[config.mk]
export PLATFORM = sky130hd
export DESIGN_NAME = mealy_seq_det_param
export DESIGN_NICKNAME = d
export VERILOG_FILES = /design/src/rtl/mealy_seq_det_param.sv
export SDC_FILE = /design/constraint.sdc
export NUM_CORES = 1
export LEC_CHECK = 0
export BUFFER_PORTS_ARGS = -buffer_cell sky130_fd_sc_hd__buf_2
export CELL_PAD_IN_SITES_DETAIL_PLACEMENT = 1
export CELL_PAD_IN_SITES_GLOBAL_PLACEMENT = 1
export CORE_ASPECT_RATIO = 1.2
export CORE_MARGIN = 3
export CORE_UTILIZATION = 27
export DETAILED_ROUTE_END_ITERATION = 10
export PLACE_DENSITY = 0.93
export RECOVER_POWER = 25
export SETUP_SLACK_MARGIN = 0.15
export SLEW_MARGIN = 20
export SYNTH_ARGS = -nofsm -noshare
export SYNTH_HDL_FRONTEND = slang
export SYNTH_SLANG_ARGS = --single-unit
[constraint.sdc]
create_clock -name clk -period 3.65 [get_ports clk]
set_input_delay 0.1825 -clock clk [delete_from_list [all_inputs] [get_ports clk]]
set_output_delay 0.1825 -clock clk [all_outputs]
set_load 0.03 [all_outputs]
[src/rtl/mealy_seq_det_param.sv]
// -----------------------------------------------------------------------------
// mealy_seq_det_param
//   Dual-pattern serial sequence detector with Mealy outputs. Consumed bits
//   shift into a (PAT_LEN-1)-bit history register. A candidate word
//   {history, in} is compared against two live patterns. A match is reported
//   in the same cycle as the bit that completes it.
//
//   A fill count tracks how many valid history bits are held. A match is
//   only allowed once the history is full. In non-overlapping mode a match
//   empties the history, so the next detection needs PAT_LEN fresh bits.
//
//   Optional feature: define MEALY_SEQ_DET_CNT_EN to build saturating hit
//   counters. Without it, cnt_a/cnt_b are tied to 0 and clr is ignored.
//
// Parameters
//   PAT_LEN  pattern length in bits (2..16)
//   CODE_W   width of the match code on out
//   CNT_W    width of each hit counter
//
// Ports
//   clk     in   rising-edge clock
//   rst_n   in   asynchronous active-low reset
//   in      in   serial data bit
//   in_vld  in   qualifies in
//   det_en  in   detector enable (0 empties the fill count)
//   overlap in   1 = overlapping detection, 0 = non-overlapping
//   clr     in   synchronous clear of the hit counters
//   pat_a   in   pattern A, MSB received first
//   pat_b   in   pattern B, MSB received first
//   code_a  in   code driven on out when A matches
//   code_b  in   code driven on out when B matches
//   out     out  Mealy match code (A has priority)
//   hit_a   out  pattern A matched this cycle
//   hit_b   out  pattern B matched this cycle
//   cnt_a   out  pattern A hit count
//   cnt_b   out  pattern B hit count
// -----------------------------------------------------------------------------
module mealy_seq_det_param #(
  parameter int PAT_LEN = 4,
  parameter int CODE_W  = 4,
  parameter int CNT_W   = 8
) (
  input  logic               clk,
  input  logic               rst_n,
  input  logic               in,
  input  logic               in_vld,
  input  logic               det_en,
  input  logic               overlap,
  input  logic               clr,
  input  logic [PAT_LEN-1:0] pat_a,
  input  logic [PAT_LEN-1:0] pat_b,
  input  logic [CODE_W-1:0]  code_a,
  input  logic [CODE_W-1:0]  code_b,
  output logic [CODE_W-1:0]  out,
  output logic               hit_a,
  output logic               hit_b,
  output logic [CNT_W-1:0]   cnt_a,
  output logic [CNT_W-1:0]   cnt_b
);

  localparam int                FILL_W   = $clog2(PAT_LEN);
  localparam logic [FILL_W-1:0] FILL_MAX = FILL_W'(PAT_LEN - 1);

  logic [PAT_LEN-2:0] hist_q, hist_d;
  logic [FILL_W-1:0]  fill_q, fill_d;
  logic [PAT_LEN-1:0] cand;
  logic               armed;
  logic               match_a, match_b;

  assign cand = {hist_q, in};

  // fill_q is held at 0 during reset, so armed (and every output) is 0 then.
  assign armed   = in_vld & det_en & (fill_q == FILL_MAX);
  assign match_a = armed & (cand == pat_a);
  assign match_b = armed & (cand == pat_b);

  always_comb begin
    out   = '0;
    hit_a = match_a;
    hit_b = match_b;
    if (match_a)      out = code_a;
    else if (match_b) out = code_b;
  end

  always_comb begin
    hist_d = hist_q;
    fill_d = fill_q;
    if (!det_en) begin
      fill_d = '0;
    end else if (in_vld) begin
      hist_d = cand[PAT_LEN-2:0];
      if (!overlap && (match_a || match_b)) fill_d = '0;
      else if (fill_q != FILL_MAX)          fill_d = fill_q + 1'b1;
    end
  end

  always_ff @(posedge clk or negedge rst_n) begin
    if (!rst_n) begin
      hist_q <= '0;
      fill_q <= '0;
    end else begin
      hist_q <= hist_d;
      fill_q <= fill_d;
    end
  end

`ifdef MEALY_SEQ_DET_CNT_EN
  logic [CNT_W-1:0] cnt_a_q, cnt_a_d;
  logic [CNT_W-1:0] cnt_b_q, cnt_b_d;

  // clr takes precedence over a hit in the same cycle.
  always_comb begin
    cnt_a_d = cnt_a_q;
    cnt_b_d = cnt_b_q;
    if (clr) begin
      cnt_a_d = '0;
      cnt_b_d = '0;
    end else begin
      if (match_a && !(&cnt_a_q)) cnt_a_d = cnt_a_q + 1'b1;
      if (match_b && !(&cnt_b_q)) cnt_b_d = cnt_b_q + 1'b1;
    end
  end

  always_ff @(posedge clk or negedge rst_n) begin
    if (!rst_n) begin
      cnt_a_q <= '0;
      cnt_b_q <= '0;
    end else begin
      cnt_a_q <= cnt_a_d;
      cnt_b_q <= cnt_b_d;
    end
  end

  assign cnt_a = cnt_a_q;
  assign cnt_b = cnt_b_q;
`else
  // Counters are compiled out; clr is kept on the port list but has no effect.
  logic unused_clr;
  assign unused_clr = clr;
  assign cnt_a      = '0;
  assign cnt_b      = '0;
`endif

endmodule

## Word-level counts from Yosys, hierarchy flattened

Cells that the tools add are included.

- Div/mod/pow operators: 0
- Reduce and logical (&&, ||, !) cells: 5
- Bitwise operators: 4
- Shifts and indexed selects: 0
- Muxes and demuxes: 6
- Multipliers: 0
- Equality and inequality tests: 6
- $add $sub $neg: 1
- Order comparisons: 0

Operator list:

| operator | count |
|---|---|
| $eq 4x4->1 | 2 |
| $mux 2 | 4 |
| $mux 4 | 2 |
| $and 1x1->1 | 4 |
| $ne 2x2->1 const B | 2 |
| $reduce_and 2->1 | 2 |
| $ne 3x1->1 const B | 1 |
| $add 2x1->2 const B | 1 |
| $eq 2x2->1 const B | 1 |
| $logic_and 1x1->1 | 1 |
| $logic_not 1->1 | 1 |
| $logic_or 1x1->1 | 1 |

- ROM bits: 0
- Register bits after elaboration: 5
- Memories kept: 0
- Bits of input ports: 23
- Bits in writable memories: 0
- Latch bits: 0
- Output and inout bits: 22

## Depth between registers and ports, before layout

Gate-level depths: netlist of run 1.

- Depth after elaboration: 8
- Depth in mapped cells: 5
- Depth with buffers taken out: 5

## Worst setup path before layout of run 1

No wires, ideal clock.

- Path kind: register -> output
- Start point: register hist_q[1]
- End point: output out[0]
- Data required time: 3.467 ns
- Arrival: 1.704 ns
- Setup slack: 1.764 ns
- Cell stages (with the launch flop): 5
- Cell sequence: dfrtp_1 xor2_1 nor3_2 nor3b_4 mux2_2

RTL lines:

| item | line | RTL |
|---|---|---|
| from (decl) | 64 | `logic [PAT_LEN-2:0] hist_q, hist_d;` |
| from (signal assigned) | 102 | `hist_q <= hist_d;` |
| $eq 4x4->1 | 74 | `assign match_a = armed & (cand == pat_a);` |
| $and 1x1->1 | 74 |  |
| named net hit_a | 55 | `output logic hit_a,` |
| $mux 4 | 81 | `if (match_a) out = code_a;` |
| to (decl) | 54 | `output logic [CODE_W-1:0] out,` |

The timed path passes the listed nets, and every way through them passes these cells.

## Worst setup path after layout of run 1

- Start point: register hist_q[1]
- End point: output out[3]

- Word-level cells in the longest chain between the ends: 4

RTL lines:

| item | line | RTL |
|---|---|---|
| $eq 4x4->1 | 75 | `assign match_b = armed & (cand == pat_b);` |
| $and 1x1->1 | 75 |  |
| $mux 4 | 82 | `else if (match_b) out = code_b;` |
| $mux 4 * | 81 |  |

Mark *: on every way between the ends. The rest lies on a longest branch, timed or not.

==> results_dict.tcl, run 1 <==
set metrics [dict create \
    crit_family "simple AND/OR/NAND/NOR gates" \
    drtAntennaViolNets 0 \
    max_stage_delay_ps 410 \
    setup_tns_ps 0 \
    grt_setup_unrepaired "false" \
    setup_violations 0 \
    cts_resized 0 \
    p_per_area_nw_per_um2 331 \
    min_period_over_period_pct 58.4 \
    area_growth_pct 23.4 \
    leakage_nw 0.394 \
    endpoint_kind "output pin" \
    cts.clk_slew.worst_paths_ps 50 \
    grt_pass1_vias 508 \
    antenna_cells 0 \
    ios 45 \
    ys_ff_latch 5 \
    grt_max_degree 7 \
    grt_pass1_wl_um 1990 \
    yosysUniqueCellTypes 21 \
    regArea_um2 125 \
    start_kind "flip-flop" \
    max_freq_ghz 0.469 \
    slowest_stage "dfrtp_1" \
    viasPerCell 4.49 \
    drc 0 \
    cts_sinks 5 \
    r2r_cells 5 \
    core.rowCount 17 \
    path_max_fanout 5 \
    cts_tree "built" \
    multi_input_area_um2 364 \
    cp.buffers_inverters 1 \
    peakVddDrop_uv 186 \
    max_slew_margin_pct 64.8 \
    first_pass_iters 2 \
    numPortBuffers 27 \
    dp_hpwl_um 1240 \
    cts_made_buffers 3 \
    status "complete, no violations" \
    cp.required_ps 3470 \
    die-area_um2 2650 \
    synth_edf_count 0 \
    dr.first_iter.drc_count 2 \
    crit_chain "xor2_1 -> nor3_2 -> nor3b_4 -> mux2_2 -> buf_2" \
    crit_cells 5 \
    synth_area_per_cell_um2 9.44 \
    wl_per_cell_um 12.7 \
    slew_violations 0 \
    total_power_uw 227 \
    die_w_um 47.5 \
    drive_above_1_share_pct 42.2 \
    syn_area_um2 557 \
    start_util_pct 29.4 \
    cts_root_buf "clkbuf_4" \
    grt_util_all_layers_pct 10.7 \
    vias 489 \
    synthCells 59 \
    crit_type "flip-flop to output pin" \
    wirelength_um 1390 \
    fillCellCount 242 \
    tightest_slew_ps 524 \
    drv_cap 0 \
    finalHoldViolCount 0 \
    seq_area_frac_synth_pct 22.5 \
    core_um2 1890 \
    synth_warnings 0 \
    clock_latency_ps 250 \
    clock_skew_ps 0.912 \
    gr-total-overflow 0 \
    synthArstFlopShare_pct 100 \
    dieHeight_um 55.7 \
    finish.utilization_pct 36.3 \
    worstPathArrival_ps 1950 \
    antenna_found_initial 0 \
    min_path_type "primary input to flip-flop" \
    h-tree-depth 1 \
    min_period_ps 2130 \
    hold_path_depth 2 \
    cts_buffer_depth 2 \
    gp_congestion 0.652 \
    finish.net_count 115 \
    synth_flop_cell "dfrtp_1" \
]
[cell usage after synthesis (2+ instances only)]
cell | n | share of area, %
and2_1 | 2 | 2.2
buf_4 | 16 | 22
and3_1 | 4 | 4.5
dfrtp_1 | 5 | 22
nor4_1 | 2 | 2.2
mux2_2 | 7 | 14
xor2_1 | 8 | 13
nor2b_1 | 2 | 2.2
[layout make-up]
cell class	instances	share of cell area, %
Inverter	1	0.546
Tap cell	19	3.46
Sequential cell	5	18.2
Timing Repair Buffer	28	20.9
Multi-Input combinational cell	52	53.0
Clock buffer	4	3.83
[worst register-to-register path, stage by stage (launching register included)]
cell      delay, ps
dfrtp_1         390
ha_1            180
nand3_1         210
nor4_1          360
a221oi_1        150
and2_1          200
[repair_timing]
item / 4_1_cts / 5_1_grt
setup buffers: 0 / 0
setup endpoints to repair: 0 / 0
endpoints found under the hold margin: 5 / 0
hold buffers: 1 / 0
[state kept, by name (all words and copies together), names as in the netlist]
name    count
hist_q      3
fill_q      2
[per-layer routing]
| metal | vias up | routed length, µm | GRT usage, % |
|---|---|---|---|
| li1 | 231 | - | - |
| met1 | 225 | 404 | 8.64 |
| met2 | 29 | 810 | 19.7 |
| met3 | 4 | 140 | 3.24 |
| met4 | 0 | 32 | 7.11 |
| met5 | - | 0 | 0 |
[metrics by stage]
stage          worst slack, ps  area (µm²)  hold slack (ps)  std cells
4_1_cts                   1490         688              247        109
5_1_grt                   1420         687              265        109
3_3_place_gp              1810         652            -1.73        104
3_5_place_dp              1760         652             7.07        104
6_report                  1520         687              252        109
2_1_floorplan             1760         613             -113         74
[report_power, final]
| group | total (mW) | leakage, nW | switching (mW) | internal (mW) |
|---|---|---|---|---|
| registers | 0.0780 | 0.0619 | 0.0119 | 0.0661 |
| clock network | 0.0676 | 0.0150 | 0.0261 | 0.0415 |
| logic | 0.0818 | 0.317 | 0.0493 | 0.0326 |
[kinds of logic after synthesis]
kind of cell    synth area share, %
compound gates                 1.57
xor+xnor                       14.2
fa+ha+maj                      2.25
buf+inv                        22.2
flops                          22.5
mux                            16.0
other cells                   0.674
simple gates                   20.7
[placed cells by master (no fill, tap or decap), types with 2 or more instances in the layout]
cell	instances
dfrtp_1	5
nor2b_1	2
clkbuf_1	2
buf_2	26
mux2_2	7
conb_1	16
and2_1	2
and3_1	4
nor4_1	2
clkbuf_4	3
xor2_1	8
[final timing paths]
kind / slack [ps] / to / startpoint
max: 1520 / out[3] / hist_q[1]$_DFFE_PN0P_
max reg2reg: 2050 / fill_q[0]$_DFFE_PN0P_ / fill_q[0]$_DFFE_PN0P_
max in group asynchronous: 3100 / hist_q[2]$_DFFE_PN0P_ / rst_n
min: 250 / hist_q[0]$_DFFE_PN0P_ / in
min in group asynchronous: 320 / hist_q[0]$_DFFE_PN0P_ / rst_n
min reg2reg: 570 / fill_q[1]$_DFFE_PN0P_ / fill_q[1]$_DFFE_PN0P_
Power figures use the tool's default switching activity.
==> inputs of run 2 (changes only) <==
CORE_UTILIZATION = 25   (was 27)
PLACE_DENSITY = 0.88   (was 0.93)
clock period = 2.05 ns   (was 3.65 ns; I/O delays follow)
==> run 2 against run 1 <==
First-iteration DRC count fell by 50%. Sequential power rose by 72%. Global-route usage shrank 0.37 points. Largest cell class unchanged. Largest power group unchanged.
==> results_dict.tcl, run 2 (same netlist as run 1, synthesis figures left out) <==
set metrics [dict create \
    status "complete, no violations" \
    crit_family "simple AND/OR/NAND/NOR gates" \
    area_growth_pct 42.7 \
    cp.required_ps 1950 \
    r2r_cells 5 \
    worst-r2r-setup-slack_ps 550 \
    core_um2 2090 \
    dieHeight_um 57.7 \
    die_w_um 49.1 \
    peakVddDrop_uv 249 \
    numPortBuffers 27 \
    grt_max_degree 7 \
    largestRegisters "hist_q: 3 flops, fill_q: 2 flops" \
    slew_violations 0 \
    clock_latency_ps 240 \
    placed_area_um2 666 \
    drc 0 \
    r2r_start "fill_q[0]$_DFFE_PN0P_" \
    final_cell_mix "buf_2, conb_1, xor2_1" \
    cp-startpoint "hist_q[2]$_DFFE_PN0P_" \
    cp.buffers_inverters 2 \
    hold_path_depth 2 \
    cts_tree "built" \
    wl_per_cell_um 11.2 \
    vias 506 \
    worstPathArrival_ps 1860 \
    fillCellCount 258 \
    holdCritStartpoint "in" \
    wirelength_um 1410 \
    gp_congestion 0.645 \
    cts_sinks 5 \
    dp_hpwl_um 1130 \
    finish.net_count 121 \
    mostFrequentLayoutCell "buf_2" \
    cpMostUsedCell "buf_6" \
    leakage_nw 0.431 \
    largest_reg_flops 3 \
    finish.utilization_pct 37.9 \
    drv_cap 0 \
    p_per_area_nw_per_um2 531 \
    grt_util_all_layers_pct 10.3 \
    clock_skew_ps 1.86 \
    max_freq_ghz 0.509 \
    slowest_stage "dfrtp_1" \
    ios 45 \
    start_kind "flip-flop" \
    dr.first_iter.drc_count 1 \
    total_power_uw 422 \
    crit_chain "xor2_1 -> nor3_2 -> nor3b_4 -> buf_6 -> mux2_4 -> buf_6" \
    core.rowCount 18 \
    hold_path_end "hist_q[0]$_DFFE_PN0P_" \
    cts_buffer_depth 2 \
    drtAntennaViolNets 0 \
    setup_violations 0 \
    drive_above_1_share_pct 47.9 \
    finalHoldViolCount 0 \
    first_pass_iters 2 \
    gr-total-overflow 0 \
    cts_made_buffers 3 \
    crit_type "flip-flop to output pin" \
    cts_root_buf "clkbuf_4" \
    min_period_over_period_pct 95.8 \
    antenna_cells 0 \
    viasPerCell 4.02 \
    grt_pass1_wl_um 2280 \
    top_register "hist_q" \
    min_period_ps 1960 \
    endpoint_kind "output pin" \
    max_stage_delay_ps 390 \
    grt_pass1_vias 550 \
    timing.rr.end "fill_q[0]$_DFFE_PN0P_" \
    path_max_fanout 3 \
    die-area_um2 2830 \
    grt_setup_unrepaired "true" \
    final_area_um2 795 \
    h-tree-depth 1 \
    min_path_type "primary input to flip-flop" \
    cts.clk_slew.worst_paths_ps 40 \
    start_util_pct 26.6 \
    antenna_found_initial 0 \
]
==> run 2: cell count changes in the layout (fill, tap and decap cells not counted) <==
cell | previous run | this run
buf_2 | 26 | 21
buf_4 | 0 | 7
mux2_4 | 0 | 3
buf_6 | 0 | 4
nand3_2 | 0 | 1
mux2_2 | 7 | 4
nor3_2 | 1 | 2
nand3_1 | 1 | 0
nor3_1 | 1 | 0
==> run 2: report_power, final <==
group          switching (mW)  internal [mW]
Combinational          0.0990         0.0757
Sequential             0.0165          0.118
Clock                  0.0393         0.0735
Total                   0.155          0.267
==> run 2: cell type report <==
type / instances / area, µm² / share of cell area (%)
tap: 30 / 37.5 / 4.72
multi-input combinational: 52 / 385 / 48.5
inverter: 1 / 3.75 / 0.472
sequential: 5 / 125 / 15.7
timing repair buffer: 34 / 216 / 27.2
clock buffer: 4 / 26.3 / 3.31
==> run 2: worst max path at each step <==
stage | to | slack (ps) | cells after the start
CTS | out[0] | 80 | 6
global route | out[1] | -30 | 6
finish | out[1] | 90 | 6
detailed placement | out[0] | 260 | 5
global placement | out[1] | 290 | 5
floorplan | out[0] | 240 | 4
==> run 2: worst register-to-register path: stages, from the launching register on <==
cell      delay [ps]
dfrtp_1          370
ha_1             190
nand3_2          140
nor4_1           340
a221oi_1         150
and2_1           190
==> run 2: per-stage QoR <==
| stage | setup WS [ps] | cells | TNS, ps | hold WS, ps |
|---|---|---|---|---|
| finish | 85.6 | 126 | 0 | 177 |
| floorplan | 244 | 74 | 0 | -193 |
| detailed placement | 258 | 115 | 0 | -75.1 |
| global route | -25.9 | 126 | -72.8 | 184 |
| CTS | 81.7 | 126 | 0 | 163 |
| global placement | 290 | 115 | 0 | -81.7 |
==> run 2: repair_timing <==
action / in CTS / in global routing
hold buffers: 1 / 0
endpoints found under the hold margin: 5 / 0
gates resized for setup: 13 / 2
pin swaps: 3 / 0
setup buffers: 6 / 0
endpoints found under the setup margin: 4 / 5
gates cloned: 0 / 0
==> run 2: metal layers <==
| layer | up-vias | GRT usage [%] | part of all wire, % |
|---|---|---|---|
| met3 | 0 | 3.08 | 10 |
| met5 | - | 0 | 0 |
| met4 | 0 | 3.66 | 0 |
| met2 | 30 | 22.0 | 59 |
| met1 | 235 | 8.64 | 31 |
| li1 | 241 | - | - |
==> inputs of run 3 (changes only) <==
CTS_BUF_LIST = sky130_fd_sc_hd__clkbuf_16   (was default)
==> run 3 against run 2 <==
Cell area is 10% higher. Routed wire length is 6.1% higher. Clock power grew to 2.8 times the previous value. Non-clock buffer count is 2 higher. Hold slack better by 14 ps. Die area stayed put. Largest cell class unchanged. Highest routed layer is now met4.
==> results_dict.tcl, run 3 (same netlist as run 1, synthesis figures left out) <==
set metrics [dict create \
    cts_buffer_depth 2 \
    dp_hpwl_um 1130 \
    total_power_uw 647 \
    setup_violations 0 \
    path_max_fanout 3 \
    dr.first_iter.drc_count 1 \
    status "complete, no violations" \
    numPortBuffers 27 \
    regArea_um2 125 \
    cts_tree "built" \
    p_comb_share_pct 30.4 \
    finish.net_count 123 \
    gr-total-overflow 0 \
    r2r_start "hist_q[2]$_DFFE_PN0P_" \
    largestRegisters "hist_q: 3 flops, fill_q: 2 flops" \
    grt_pass1_vias 555 \
    p_sw_uw 186 \
    drive_above_1_share_pct 50.0 \
    start_util_pct 26.6 \
    die-area_um2 2830 \
    final_cell_mix "buf_2, conb_1, xor2_1, buf_4" \
    drv_cap 0 \
    crit_type "flip-flop to output pin" \
    cts_sinks 5 \
    endpoint_kind "output pin" \
    mostFrequentLayoutCell "buf_2" \
    slowest_stage "dfrtp_1" \
    cp.required_ps 1950 \
    clkPwrFrac_pct 48.8 \
    cts.clk_slew.worst_paths_ps 30 \
    cp.buffers_inverters 2 \
    multi_input_area_um2 397 \
    grt_util_all_layers_pct 10.5 \
    setup_tns_ps 0 \
    clock_latency_ps 230 \
    start_kind "flip-flop" \
    wirelength_um 1500 \
    slew_violations 0 \
    p_per_area_nw_per_um2 740 \
    grt_setup_unrepaired "true" \
    crit_family "simple AND/OR/NAND/NOR gates" \
    antenna_found_initial 0 \
    crit_chain "xor2_1 -> nor3_2 -> nor3b_4 -> buf_6 -> mux2_4 -> buf_6" \
    min_period_ps 1970 \
    vias 516 \
    worst-r2r-setup-slack_ps 460 \
    min_path_type "primary input to flip-flop" \
    leakage_nw 0.471 \
    max_stage_delay_ps 390 \
    cpMostUsedCell "buf_6" \
    p_sw_share_pct 28.8 \
    antenna_cells 0 \
    cts_root_buf "clkbuf_16" \
    viasPerCell 4.03 \
    cp-startpoint "hist_q[2]$_DFFE_PN0P_" \
    largest_reg_flops 3 \
    grt_pass1_wl_um 2280 \
    wl_per_cell_um 11.7 \
    power.internal_uw 461 \
    holdCritStartpoint "in" \
    fillCellCount 248 \
    h-tree-depth 1 \
    gp_congestion 0.645 \
    core.rowCount 18 \
    drtAntennaViolNets 0 \
    worst_hold_slack_ps 190 \
    finalHoldViolCount 0 \
    grt_max_degree 7 \
    top_register "hist_q" \
    drc 0 \
    area_growth_pct 57.1 \
    first_pass_iters 2 \
    ios 45 \
    peakVddDrop_uv 789 \
    worstPathArrival_ps 1870 \
    die_w_um 49.1 \
    min_period_over_period_pct 96.2 \
    core_um2 2090 \
    clock_skew_ps 1.26 \
    power_frac_seq_pct 20.8 \
    dieHeight_um 57.7 \
    cts_made_buffers 3 \
    max_freq_ghz 0.507 \
]
-- run 3: path summary, 6_finish.rpt --
kind,end,cells past startpoint
worst max-delay path,out[1],6
worst min-delay path,hist_q[0]$_DFFE_PN0P_,2
worst max register to register,fill_q[0]$_DFFE_PN0P_,7
worst min register to register,fill_q[1]$_DFFE_PN0P_,2
max in group asynchronous,fill_q[0]$_DFFE_PN0P_,2
min in group asynchronous,hist_q[1]$_DFFE_PN0P_,2
-- run 3: area by class of cell --
type	instances	area share, %
Multi-Input combinational cell	52	45.4
Timing Repair Buffer	36	26.6
Sequential cell	5	14.3
Clock buffer	3	8.58
Tap cell	30	4.29
Clock inverter	1	0.429
Inverter	1	0.429
-- run 3: per-stage QoR --
stage          instances  area, µm²  util, %  setup WS, ps
3_5_place_dp         115        666     31.8           258
2_1_floorplan         74        613        -           244
5_1_grt              128        875     41.8          5.75
6_report             128        875     41.8          77.8
3_3_place_gp         115        666     31.8           290
4_1_cts              126        846     40.4           110
-- run 3: timing repair --
action | CTS | global route
gates resized for setup | 13 | 3
hold buffers | 1 | 0
pin swaps | 3 | 2
setup endpoints to repair | 4 | 4
hold endpoints to repair | 5 | 0
buffers inserted | 6 | 2
-- run 3: metal layers --
metal / up-vias / global-route usage (%) / wire, µm
met3: 2 / 3.08 / 136
met1: 239 / 8.80 / 482
li1: 243 / - / -
met4: 0 / 4.88 / 19
met2: 32 / 21.8 / 858
met5: - / 0 / 0
-- run 3: power by group through the flow --
stage | logic (mW) | registers [mW] | clock network [mW]
2_1_floorplan | 0.130 | 0.135 | 0
3_3_place_gp | 0.138 | 0.138 | 0
3_5_place_dp | 0.145 | 0.140 | 0
4_1_cts | 0.177 | 0.134 | 0.323
5_1_grt | 0.215 | 0.137 | 0.332
6_report | 0.197 | 0.135 | 0.316
